===== config.mk =====
export PLATFORM = sky130hd
export DESIGN_NAME = clockgen_ctl
export DESIGN_NICKNAME = d
export VERILOG_FILES = /design/src/rtl/clockgen_ctl_pkg.sv /design/src/rtl/clockgen_phase.sv /design/src/rtl/clockgen_ctl.sv
export SDC_FILE = /design/constraint.sdc
export NUM_CORES = 1
export LEC_CHECK = 0
export BUFFER_PORTS_ARGS = -buffer_cell sky130_fd_sc_hd__buf_2
export CAP_MARGIN = 10
export CORE_MARGIN = 10
export CORE_UTILIZATION = 52
export DETAILED_ROUTE_END_ITERATION = 16
export PLACE_DENSITY = 0.71
export SYNTH_ARGS = -nofsm -noshare
export SYNTH_HDL_FRONTEND = slang
export SYNTH_SLANG_ARGS = --single-unit

===== constraint.sdc =====
create_clock -name sysclk -period 1.8 [get_ports sysclk]
set_clock_uncertainty 0.05 [all_clocks]
set_input_delay 0.54 -clock sysclk [delete_from_list [all_inputs] [get_ports sysclk]]
set_output_delay 0.54 -clock sysclk [all_outputs]
set_load 0.01 [all_outputs]

===== src/rtl/clockgen_ctl_pkg.sv =====
// Shared types and helpers for the MCS-4 two-phase clock generator.
package clockgen_ctl_pkg;

  typedef enum logic [1:0] {
    HALT = 2'd0,
    RUN  = 2'd1,
    STEP = 2'd2
  } state_t;

  // Converts a time in ns to a whole number of sysclk cycles.
  function automatic int ns_to_cyc(input int ns, input int tcy);
    return ns / tcy;
  endfunction

endpackage


===== src/rtl/clockgen_phase.sv =====
// One clock phase: sets level at START, clears it at END, with one-sysclk edge strobes.
module clockgen_phase #(
  parameter int CW    = 7,
  parameter int START = 9,
  parameter int END   = 29
) (
  input  logic          sysclk,
  input  logic          sysreset_n,
  input  logic [CW-1:0] clockdiv,
  input  logic          advance,
  output logic          level,
  output logic          rise,
  output logic          fall
);

  always_ff @(posedge sysclk) begin
    if (!sysreset_n) begin
      level <= 1'b0;
      rise  <= 1'b0;
      fall  <= 1'b0;
    end else begin
      rise <= 1'b0;
      fall <= 1'b0;
      if (advance && clockdiv == CW'(START)) begin
        level <= 1'b1;
        rise  <= 1'b1;
      end else if (advance && clockdiv == CW'(END)) begin
        level <= 1'b0;
        fall  <= 1'b1;
      end
    end
  end

endmodule


===== src/rtl/clockgen_ctl.sv =====
// MCS-4 two-phase clock generator with run/halt/single-step control.
module clockgen_ctl
  import clockgen_ctl_pkg::*;
#(
  parameter int SYSCLK_TCY   = 20,
  parameter int TPW          = 400,
  parameter int TD1          = 400,
  parameter int TD2          = 200,
  parameter int EXT_CLK_PROP = 0
) (
  input  logic sysclk,
  input  logic sysreset_n,
  input  logic run,
  input  logic step,
  output logic stopped,
  output logic clk1,
  output logic clk2,
  output logic clk1_ext,
  output logic clk2_ext,
  output logic clk1_rise,
  output logic clk1_fall,
  output logic clk2_rise,
  output logic clk2_fall
);

  localparam int TD2C = ns_to_cyc(TD2, SYSCLK_TCY);
  localparam int TD1C = ns_to_cyc(TD1, SYSCLK_TCY);
  localparam int TPWC = ns_to_cyc(TPW, SYSCLK_TCY);
  localparam int CMAX = (TD1 + TD2 + 2 * TPW) / SYSCLK_TCY - 1;
  localparam int CW   = $clog2(CMAX + 1);
  localparam int P1S  = TD2C - 1;
  localparam int P1E  = P1S + TPWC;
  localparam int P2S  = P1E + TD1C;
  localparam int P2E  = P2S + TPWC;

  // The _ext phases run on the same counter, so they may not wrap below zero.
  if ((TPW % SYSCLK_TCY) != 0 || (TD1 % SYSCLK_TCY) != 0 || (TD2 % SYSCLK_TCY) != 0)
    $error("clockgen_ctl: timing parameters must be multiples of SYSCLK_TCY");
  if (TD2C < 1)
    $error("clockgen_ctl: TD2 must be at least one sysclk");
  if (EXT_CLK_PROP > P1S)
    $error("clockgen_ctl: EXT_CLK_PROP exceeds clk1 start position");

  state_t        state;
  logic [CW-1:0] clockdiv;
  logic          step_pending;
  logic          advance;

  assign advance = (state != HALT);

  always_ff @(posedge sysclk) begin
    if (!sysreset_n) begin
      state        <= HALT;
      clockdiv     <= CW'(CMAX);
      step_pending <= 1'b0;
      stopped      <= 1'b1;
    end else begin
      case (state)
        HALT: begin
          if (run) begin
            state    <= RUN;
            clockdiv <= '0;
            stopped  <= 1'b0;
          end else if (step || step_pending) begin
            state        <= STEP;
            clockdiv     <= '0;
            step_pending <= 1'b0;
            stopped      <= 1'b0;
          end
        end
        default: begin
          if (clockdiv != CW'(CMAX)) begin
            clockdiv <= clockdiv + CW'(1);
            if (step) step_pending <= 1'b1;
          end else if (run) begin
            state    <= RUN;
            clockdiv <= '0;
            if (step) step_pending <= 1'b1;
          end else if (step || step_pending) begin
            state        <= STEP;
            clockdiv     <= '0;
            step_pending <= 1'b0;
          end else begin
            state   <= HALT;
            stopped <= 1'b1;
          end
        end
      endcase
    end
  end

  clockgen_phase #(.CW(CW), .START(P1S), .END(P1E)) u_clk1 (
    .sysclk(sysclk), .sysreset_n(sysreset_n), .clockdiv(clockdiv), .advance(advance),
    .level(clk1), .rise(clk1_rise), .fall(clk1_fall)
  );

  clockgen_phase #(.CW(CW), .START(P2S), .END(P2E)) u_clk2 (
    .sysclk(sysclk), .sysreset_n(sysreset_n), .clockdiv(clockdiv), .advance(advance),
    .level(clk2), .rise(clk2_rise), .fall(clk2_fall)
  );

  logic unused_ext1_rise, unused_ext1_fall, unused_ext2_rise, unused_ext2_fall;

  clockgen_phase #(.CW(CW), .START(P1S - EXT_CLK_PROP), .END(P1E - EXT_CLK_PROP)) u_clk1_ext (
    .sysclk(sysclk), .sysreset_n(sysreset_n), .clockdiv(clockdiv), .advance(advance),
    .level(clk1_ext), .rise(unused_ext1_rise), .fall(unused_ext1_fall)
  );

  clockgen_phase #(.CW(CW), .START(P2S - EXT_CLK_PROP), .END(P2E - EXT_CLK_PROP)) u_clk2_ext (
    .sysclk(sysclk), .sysreset_n(sysreset_n), .clockdiv(clockdiv), .advance(advance),
    .level(clk2_ext), .rise(unused_ext2_rise), .fall(unused_ext2_fall)
  );

  logic unused_ok;
  assign unused_ok = ^{unused_ext1_rise, unused_ext1_fall, unused_ext2_rise, unused_ext2_fall};

endmodule


==> flow_summary.ini, run 1 <==
[die]
initial_utilization_pct = 57.8
core_area_mm2 = 0.00135
rows = 13
io_pins = 13
fp.dieH_um = 58.8
die-width_um = 58.8
die_area_mm2 = 0.00345

[placement]
dpl_cell_area_um2 = 853
place_ws_ns = 0.240
place_hpwl_um = 1260
place_congestion = 0.860
dp.cells = 114
io_buffers = 12

[pwr]
peakVddDrop_uv = 427
p_per_area_mw_per_mm2 = 905
power.leakage_nw = 0.354

[setup_path]
cp.required_ns = 1.98
regToRegSetupSlack_ns = 0.21
end_kind = register
critPathLaunchType = register
crit_type = reg2reg
cp_max_fo = 6
arrival_ns = 1.77

[timing]
max_freq_mhz = 629
post-route-period-util_pct = 88.4
fin_crit_ns = 1.59
finalHoldViolations = 0
relSlewSlack_pct = 74.3
max_slew.worst_pin.slew_ns = 0.384
fin_ws_ns = 0.209
tns_ns = 0
slew_viol_final = 0
setup_viol_count_final = 0
grt_setup_unrepaired = false

[clock_tree]
cts_root_buffer = clkbuf_4
cts.sinks = 17
clk_pin_slew_worst_paths_ns = 0.09
numCtsBuffers = 3
post_cts_resized = 0
clk_latency_ns = 0.29
cts_tree = done
hold_buffers = 0
postCtsSetupBuffers = 0
cts_buffer_depth = 2
cts-htree-levels = 1

[synth]
synth_cells = 89
synthTopCellsByArea = dfxtp_1 44%, nand2_1 4.8%, ha_1 3.2%, nor3_1 3.2%, o211ai_1 2.9%
synth_seq_cells = 17
netlist.top_cell.by_area = dfxtp_1
syn_avg_cell_area_um2 = 8.77
syn_nets = 95
ys_seq_area_share_pct = 43.6
ys.warnings.count = 0
synth_top_area_share_pct = 43.6
synth_area_um2 = 781
yosysUniqueCellTypes = 38

[finish]
drive_above_1_share_pct = 22.3
areaGrowthSynthToFinish_pct = 12.7
fin_util_pct = 65.2
final_cell_mix = 17 x dfxtp_1, 12 x buf_2, 10 x nand2_1, 5 x nor3_1
multi_input_area_um2 = 397
antennaDiodeCount = 0
fin_area_um2 = 880
final_cells = 118
final_common_cell = dfxtp_1
seq_area_um2 = 340
fill_cells = 116
nets = 110

[route]
routedWlPerCell_um = 14.1
vias = 671
drc = 0
antenna_left = 0
dr.first_iter.drc_count = 21
drtPass1Iterations = 4
drt-vias-per-instance = 5.69
routed_wl_um = 1660

[grt]
grt_use_total_pct = 10.1
grt_overflow = 0
antenna_found_initial = 0
grt_max_degree = 12
grt_pass1_vias = 666
grt_pass1_wl_um = 2820

[outcome]
status = complete, no violations

[job]
cap_viol_max_count = 0

[hold_path]
hold_path_class = reg2reg
[synthesized netlist by cell type]
library cell  number
nor3_1             5
a21bo_2            1
o21bai_1           1
ha_1               2
and2_1             1
xnor2_1            1
a31o_2             1
nor4_1             1
clkbuf_1           1
nand4_1            2
o211ai_1           3
or2_1              1
nand4b_1           1
nand3_1            2
nand2_1           10
o31ai_1            2
o21ai_0            4
nor2_1             4
a21boi_0           1
inv_1              4
a21oi_1            2
buf_4              2
a31oi_1            3
dfxtp_1           17
nor2b_1            1
a21oi_2            1
and3_1             1
a32o_1             1
nand2b_2           1
or4_1              1
a211o_1            1
nand4bb_1          1
or3_1              3
or2_2              1
buf_2              2
o21ai_1            1
a41oi_1            1
nor4b_1            1
[flip-flops by register name (all words and copies together), names as in the netlist]
register	flops
u_clk1.level	1
u_clk1.fall	1
u_clk2.fall	1
state	2
u_clk1.rise	1
u_clk2_ext.level	1
u_clk2.rise	1
stopped	1
step_pending	1
clockdiv	7
[power breakdown]
group / switching (mW) / internal [mW] / total (mW)
sequential: 0.0284 / 0.403 / 0.432
clock: 0.114 / 0.0863 / 0.200
combinational: 0.0995 / 0.0645 / 0.164
[area by class of cell]
cell class / instances / share of cell area, %
Clock buffer: 4 / 2.99
Inverter: 4 / 1.71
Multi-Input combinational cell: 63 / 45.1
Sequential cell: 17 / 38.7
Tap cell: 15 / 2.13
Timing Repair Buffer: 15 / 9.39
[layer usage]
layer / share of wire (%) / GRT usage (%)
met1: 48 / 12.1
met5: 0 / 0
met3: 9.1 / 4.08
met2: 41 / 14.6
met4: 2.3 / 5.90
[logic make-up after synthesis]
family	after synthesis	share of synthesized area [%]
AND/OR/NAND/NOR	37	25.8
AO/OA/AOI/OAI	23	20.7
flip-flops	17	43.6
buffers and inverters	9	5.61
adder cells (fa/ha/maj)	2	3.20
XOR/XNOR	1	1.12
[stage by stage]
step | hold WS, ns | total power [mW]
global route | 0.434 | 0.841
detailed placement | 0.411 | 0.602
floorplan | 0.407 | 0.559
CTS | 0.423 | 0.799
finish | 0.417 | 0.796
global placement | 0.402 | 0.598
[final timing paths]
kind,startpoint,to,cells after the start
worst min-delay path,u_clk1.level$_SDFFE_PN0P_,u_clk1.level$_SDFFE_PN0P_,2
worst max-delay path,clockdiv[0]$_SDFF_PN1_,state[1]$_SDFFE_PN0P_,5
worst max register to register,clockdiv[0]$_SDFF_PN1_,state[1]$_SDFFE_PN0P_,5
worst min register to register,u_clk1.level$_SDFFE_PN0P_,u_clk1.level$_SDFFE_PN0P_,2
[critical path, cell delays in order, from the launching register on]
cell       delay (ns)
dfxtp_1          0.40
ha_1             0.18
nand4bb_1        0.14
or2_1            0.31
a211o_1          0.33
a21oi_2          0.12
(Power assumes the default switching activity.)
==> run 2: changes to the inputs <==
--- a/config.mk
+++ b/config.mk
@@ -10,7 +10,8 @@
 export CORE_MARGIN = 10
 export CORE_UTILIZATION = 52
 export DETAILED_ROUTE_END_ITERATION = 16
-export PLACE_DENSITY = 0.71
+export PLACE_DENSITY = 0.75
+export RECOVER_POWER = 25
 export SYNTH_ARGS = -nofsm -noshare
 export SYNTH_HDL_FRONTEND = slang
 export SYNTH_SLANG_ARGS = --single-unit
==> run 2 against run 1 <==
Total power shrank 0.46%. Die area stayed put. Worst hold slack got worse by 0.0064 ns.
==> flow_summary.ini, run 2 (synthesis gave the netlist of run 1 again) <==
[outcome]
status = complete, no violations

[hold_path]
hold_path_class = reg2reg
hold_depth = 2

[clock_tree]
clk_pin_slew_worst_paths_ns = 0.09
cts_root_buffer = clkbuf_4
postCtsSetupBuffers = 0
clk_latency_ns = 0.29
cts-htree-levels = 1
cts_tree = done
cts_buffer_depth = 2
post_cts_resized = 0
cts.sinks = 17
hold_buffers = 0
numCtsBuffers = 3

[finish]
fin_area_um2 = 873
fin_util_pct = 64.7
final_cells = 118
largest_reg_flops = 7
drive_above_1_share_pct = 17.5
fill_cells = 123
final_common_cell = dfxtp_1
top_regs = clockdiv x7, state x2
areaGrowthSynthToFinish_pct = 11.9
nets = 110
final_cell_mix = 17 x dfxtp_1, 10 x nand2_1, 7 x buf_2, 6 x clkbuf_1, 5 x nor3_1
top_register = clockdiv
antennaDiodeCount = 0

[route]
routedWlPerCell_um = 13.9
dr.first_iter.drc_count = 17
drtPass1Iterations = 4
routed_wl_um = 1640
drt-vias-per-instance = 5.80
vias = 684
antenna_left = 0
drc = 0

[setup_path]
cp.required_ns = 1.98
crit_family = simple AND/OR/NAND/NOR gates
end_kind = register
cp_max_fo = 6
crit_chain = ha_1 -> nand4bb_1 -> or2_1 -> a211o_1 -> a21oi_2
arrival_ns = 1.78
crit_buf_inv = 0
cp_slowest_cell = dfxtp_1
r2r_cells = 5
worst_path_largest_cell_delay_ns = 0.41
cp.depth = 5
critPathLaunchType = register
crit_type = reg2reg

[pwr]
p_total_uw = 792
power.leakage_nw = 0.334
peakVddDrop_uv = 438
p_per_area_mw_per_mm2 = 907

[grt]
antenna_found_initial = 0
grt_use_total_pct = 9.51
grt_overflow = 0
grt_max_degree = 12
grt_pass1_vias = 611
grt_pass1_wl_um = 2650

[timing]
post-route-period-util_pct = 88.7
slew_viol_final = 0
grt_setup_unrepaired = false
max_slew.worst_pin.slew_ns = 0.390
fin_crit_ns = 1.60
max_freq_mhz = 626
tns_ns = 0
finalHoldViolations = 0
relSlewSlack_pct = 73.8
setup_viol_count_final = 0

[die]
die_area_mm2 = 0.00345
io_pins = 13
rows = 13
fp.dieH_um = 58.8
die-width_um = 58.8
initial_utilization_pct = 57.8
core_area_mm2 = 0.00135

[placement]
dp.cells = 114
io_buffers = 12
place_hpwl_um = 1260
place_congestion = 0.860
dpl_cell_area_um2 = 853

[job]
cap_viol_max_count = 0
run 2: per-stage QoR:
step           worst slack [ns]  hold slack (ns)
2_1_floorplan             0.282            0.407
3_3_place_gp              0.219            0.400
3_5_place_dp              0.176            0.402
4_1_cts                   0.195            0.415
5_1_grt                  0.0672            0.451
6_report                  0.203            0.411
run 2: path summary, 6_finish.rpt:
path                        startpoint                   endpoint  slack, ns
max reg2reg     clockdiv[0]$_SDFF_PN1_      state[1]$_SDFFE_PN0P_       0.20
min reg2reg  u_clk1.level$_SDFFE_PN0P_  u_clk1.level$_SDFFE_PN0P_       0.41
min          u_clk1.level$_SDFFE_PN0P_  u_clk1.level$_SDFFE_PN0P_       0.41
max             clockdiv[0]$_SDFF_PN1_      state[1]$_SDFFE_PN0P_       0.20
run 2: layout make-up:
type / instances / area, µm² / area share [%]
timing repair buffer: 15 / 76.3 / 8.74
tap: 15 / 18.8 / 2.15
sequential: 17 / 340 / 39.0
multi-input combinational: 63 / 397 / 45.4
clock buffer: 4 / 26.3 / 3.01
inverter: 4 / 15.0 / 1.72
run 2: where the power goes:
group	total (mW)	switching [mW]	internal, mW	leakage [nW]
Sequential	0.433	0.0297	0.403	0.139
Combinational	0.162	0.0987	0.0631	0.180
Clock	0.197	0.111	0.0861	0.0150
Total	0.792	0.240	0.553	0.334
run 2: worst reg2reg max path, cell delays in order (launching register included):
cell       delay [ns]
dfxtp_1          0.41
ha_1             0.19
nand4bb_1        0.14
or2_1            0.31
a211o_1          0.33
a21oi_2          0.12
run 2: layer usage:
layer | wire length [µm] | up-vias | track usage [%]
met5 | 0 | - | 0
met2 | 658 | 26 | 13.2
met3 | 150 | 4 | 4.29
li1 | - | 354 | -
met1 | 803 | 300 | 11.9
met4 | 24 | 0 | 4.92
==> run 3: changes to the inputs <==
--- a/config.mk
+++ b/config.mk
@@ -7,6 +7,7 @@
 export LEC_CHECK = 0
 export BUFFER_PORTS_ARGS = -buffer_cell sky130_fd_sc_hd__buf_2
 export CAP_MARGIN = 10
+export CORE_ASPECT_RATIO = 0.9
 export CORE_MARGIN = 10
 export CORE_UTILIZATION = 52
 export DETAILED_ROUTE_END_ITERATION = 16
==> run 3 against run 2 <==
Die area about the same. Cell count down 1.7%. Count of clock-buffer cells in the layout down 1. Setup slack worse by 0.033 ns. Sequential share of layout area up 0.62 points. Largest power group unchanged. First-iteration DRC count up 140%. Maximum frequency down 2.0%. Via count down 0.29%. Register-to-register slack worse by 0.03 ns. Non-clock buffer count down 2.
==> flow_summary.ini, run 3 (synthesis gave the netlist of run 1 again) <==
[outcome]
status = complete, no violations

[route]
drc = 0
dr.first_iter.drc_count = 40
vias = 682
routed_wl_um = 1590
drtPass1Iterations = 4
drt-vias-per-instance = 5.88
antenna_left = 0
routedWlPerCell_um = 13.7

[grt]
antenna_found_initial = 0
grt_pass1_vias = 624
grt_pass1_wl_um = 2760
grt_max_degree = 14
grt_overflow = 0
grt_use_total_pct = 9.97

[die]
die-width_um = 60.8
io_pins = 13
rows = 13
core_area_mm2 = 0.00143
fp.dieH_um = 56.8
initial_utilization_pct = 54.5
die_area_mm2 = 0.00345

[timing]
max_slew.worst_pin.slew_ns = 0.401
slew_viol_final = 0
setup_viol_count_final = 0
post-route-period-util_pct = 90.6
grt_setup_unrepaired = false
fin_ws_ns = 0.169
tns_ns = 0
finalHoldViolations = 0
relSlewSlack_pct = 72.9
fin_crit_ns = 1.63
max_freq_mhz = 613

[clock_tree]
postCtsSetupBuffers = 0
hold_buffers = 0
cts_root_buffer = clkbuf_4
numCtsBuffers = 3
clk_latency_ns = 0.28
clk_pin_slew_worst_paths_ns = 0.09
cts-htree-levels = 1
cts_tree = done
post_cts_resized = 0
cts.sinks = 17
cts_buffer_depth = 2

[hold_path]
hold_path_class = reg2reg

[setup_path]
cp_max_fo = 6
crit_type = reg2reg
cp.required_ns = 1.97
critPathLaunchType = register
arrival_ns = 1.80
end_kind = register

[pwr]
p_per_area_mw_per_mm2 = 909
peakVddDrop_uv = 619
power.leakage_nw = 0.327

[finish]
final_cell_mix = 17 x dfxtp_1, 10 x nand2_1, 7 x buf_2, 5 x nor3_1, 5 x clkbuf_1
final_cells = 116
top_register = clockdiv
largest_reg_flops = 7
areaGrowthSynthToFinish_pct = 10.1
nets = 108
antennaDiodeCount = 0
top_regs = clockdiv x7, state x2
drive_above_1_share_pct = 16.8
final_common_cell = dfxtp_1

[placement]
io_buffers = 12
place_ws_ns = 0.163
place_congestion = 0.860
dp.cells = 112
place_hpwl_um = 1210

[job]
cap_viol_max_count = 0
-- run 3: cell count changes in the layout (fill, tap and decap cells not counted) --
cell      delta
buf_4        -2
clkbuf_1     -1
clkinv_2     +1
-- run 3: power breakdown --
part	total, mW	internal, mW	switching (mW)
Combinational	0.158	0.0598	0.0983
Clock	0.191	0.0825	0.109
Sequential	0.432	0.403	0.0290
Total	0.782	0.546	0.236
-- run 3: stage by stage --
stage          total power [mW]  cell area, µm²  hold slack, ns  util (%)
2_1_floorplan             0.559             781           0.407         -
3_3_place_gp              0.594             838           0.405      58.6
3_5_place_dp              0.597             838           0.416      58.6
4_1_cts                   0.793             866           0.428      60.5
5_1_grt                   0.843             860           0.471      60.1
6_report                  0.782             860           0.418      60.1
-- run 3: final timing paths --
check	startpoint	endpoint	slack [ns]	cells after the start
max	clockdiv[0]$_SDFF_PN1_	state[1]$_SDFFE_PN0P_	0.17	5
min	u_clk1.level$_SDFFE_PN0P_	u_clk1.level$_SDFFE_PN0P_	0.42	2
max reg2reg	clockdiv[0]$_SDFF_PN1_	state[1]$_SDFFE_PN0P_	0.17	5
min reg2reg	u_clk1.level$_SDFFE_PN0P_	u_clk1.level$_SDFFE_PN0P_	0.42	2
-- run 3: area by class of cell --
cell class / instances / area [µm²]
clock buffer: 3 / 22.5
clock inverter: 1 / 5.00
fill: 126 / 572
inverter: 4 / 15.0
multi-input combinational: 63 / 397
sequential: 17 / 340
tap: 15 / 18.8
timing repair buffer: 13 / 61.3
-- run 3: routing by layer --
metal | vias to the layer above | track usage (%) | wire length (µm)
met5 | - | 0 | 0
met4 | 0 | 1.88 | 0
met3 | 0 | 4.27 | 191
met2 | 31 | 15.1 | 707
met1 | 301 | 12.6 | 690
li1 | 350 | - | -
-- run 3: worst max-delay path: stages (launching register included) --
cell and delay (ns):
dfxtp_1 0.43, ha_1 0.19, nand4bb_1 0.14, or2_1 0.31, a211o_1 0.33, a21oi_2 0.13
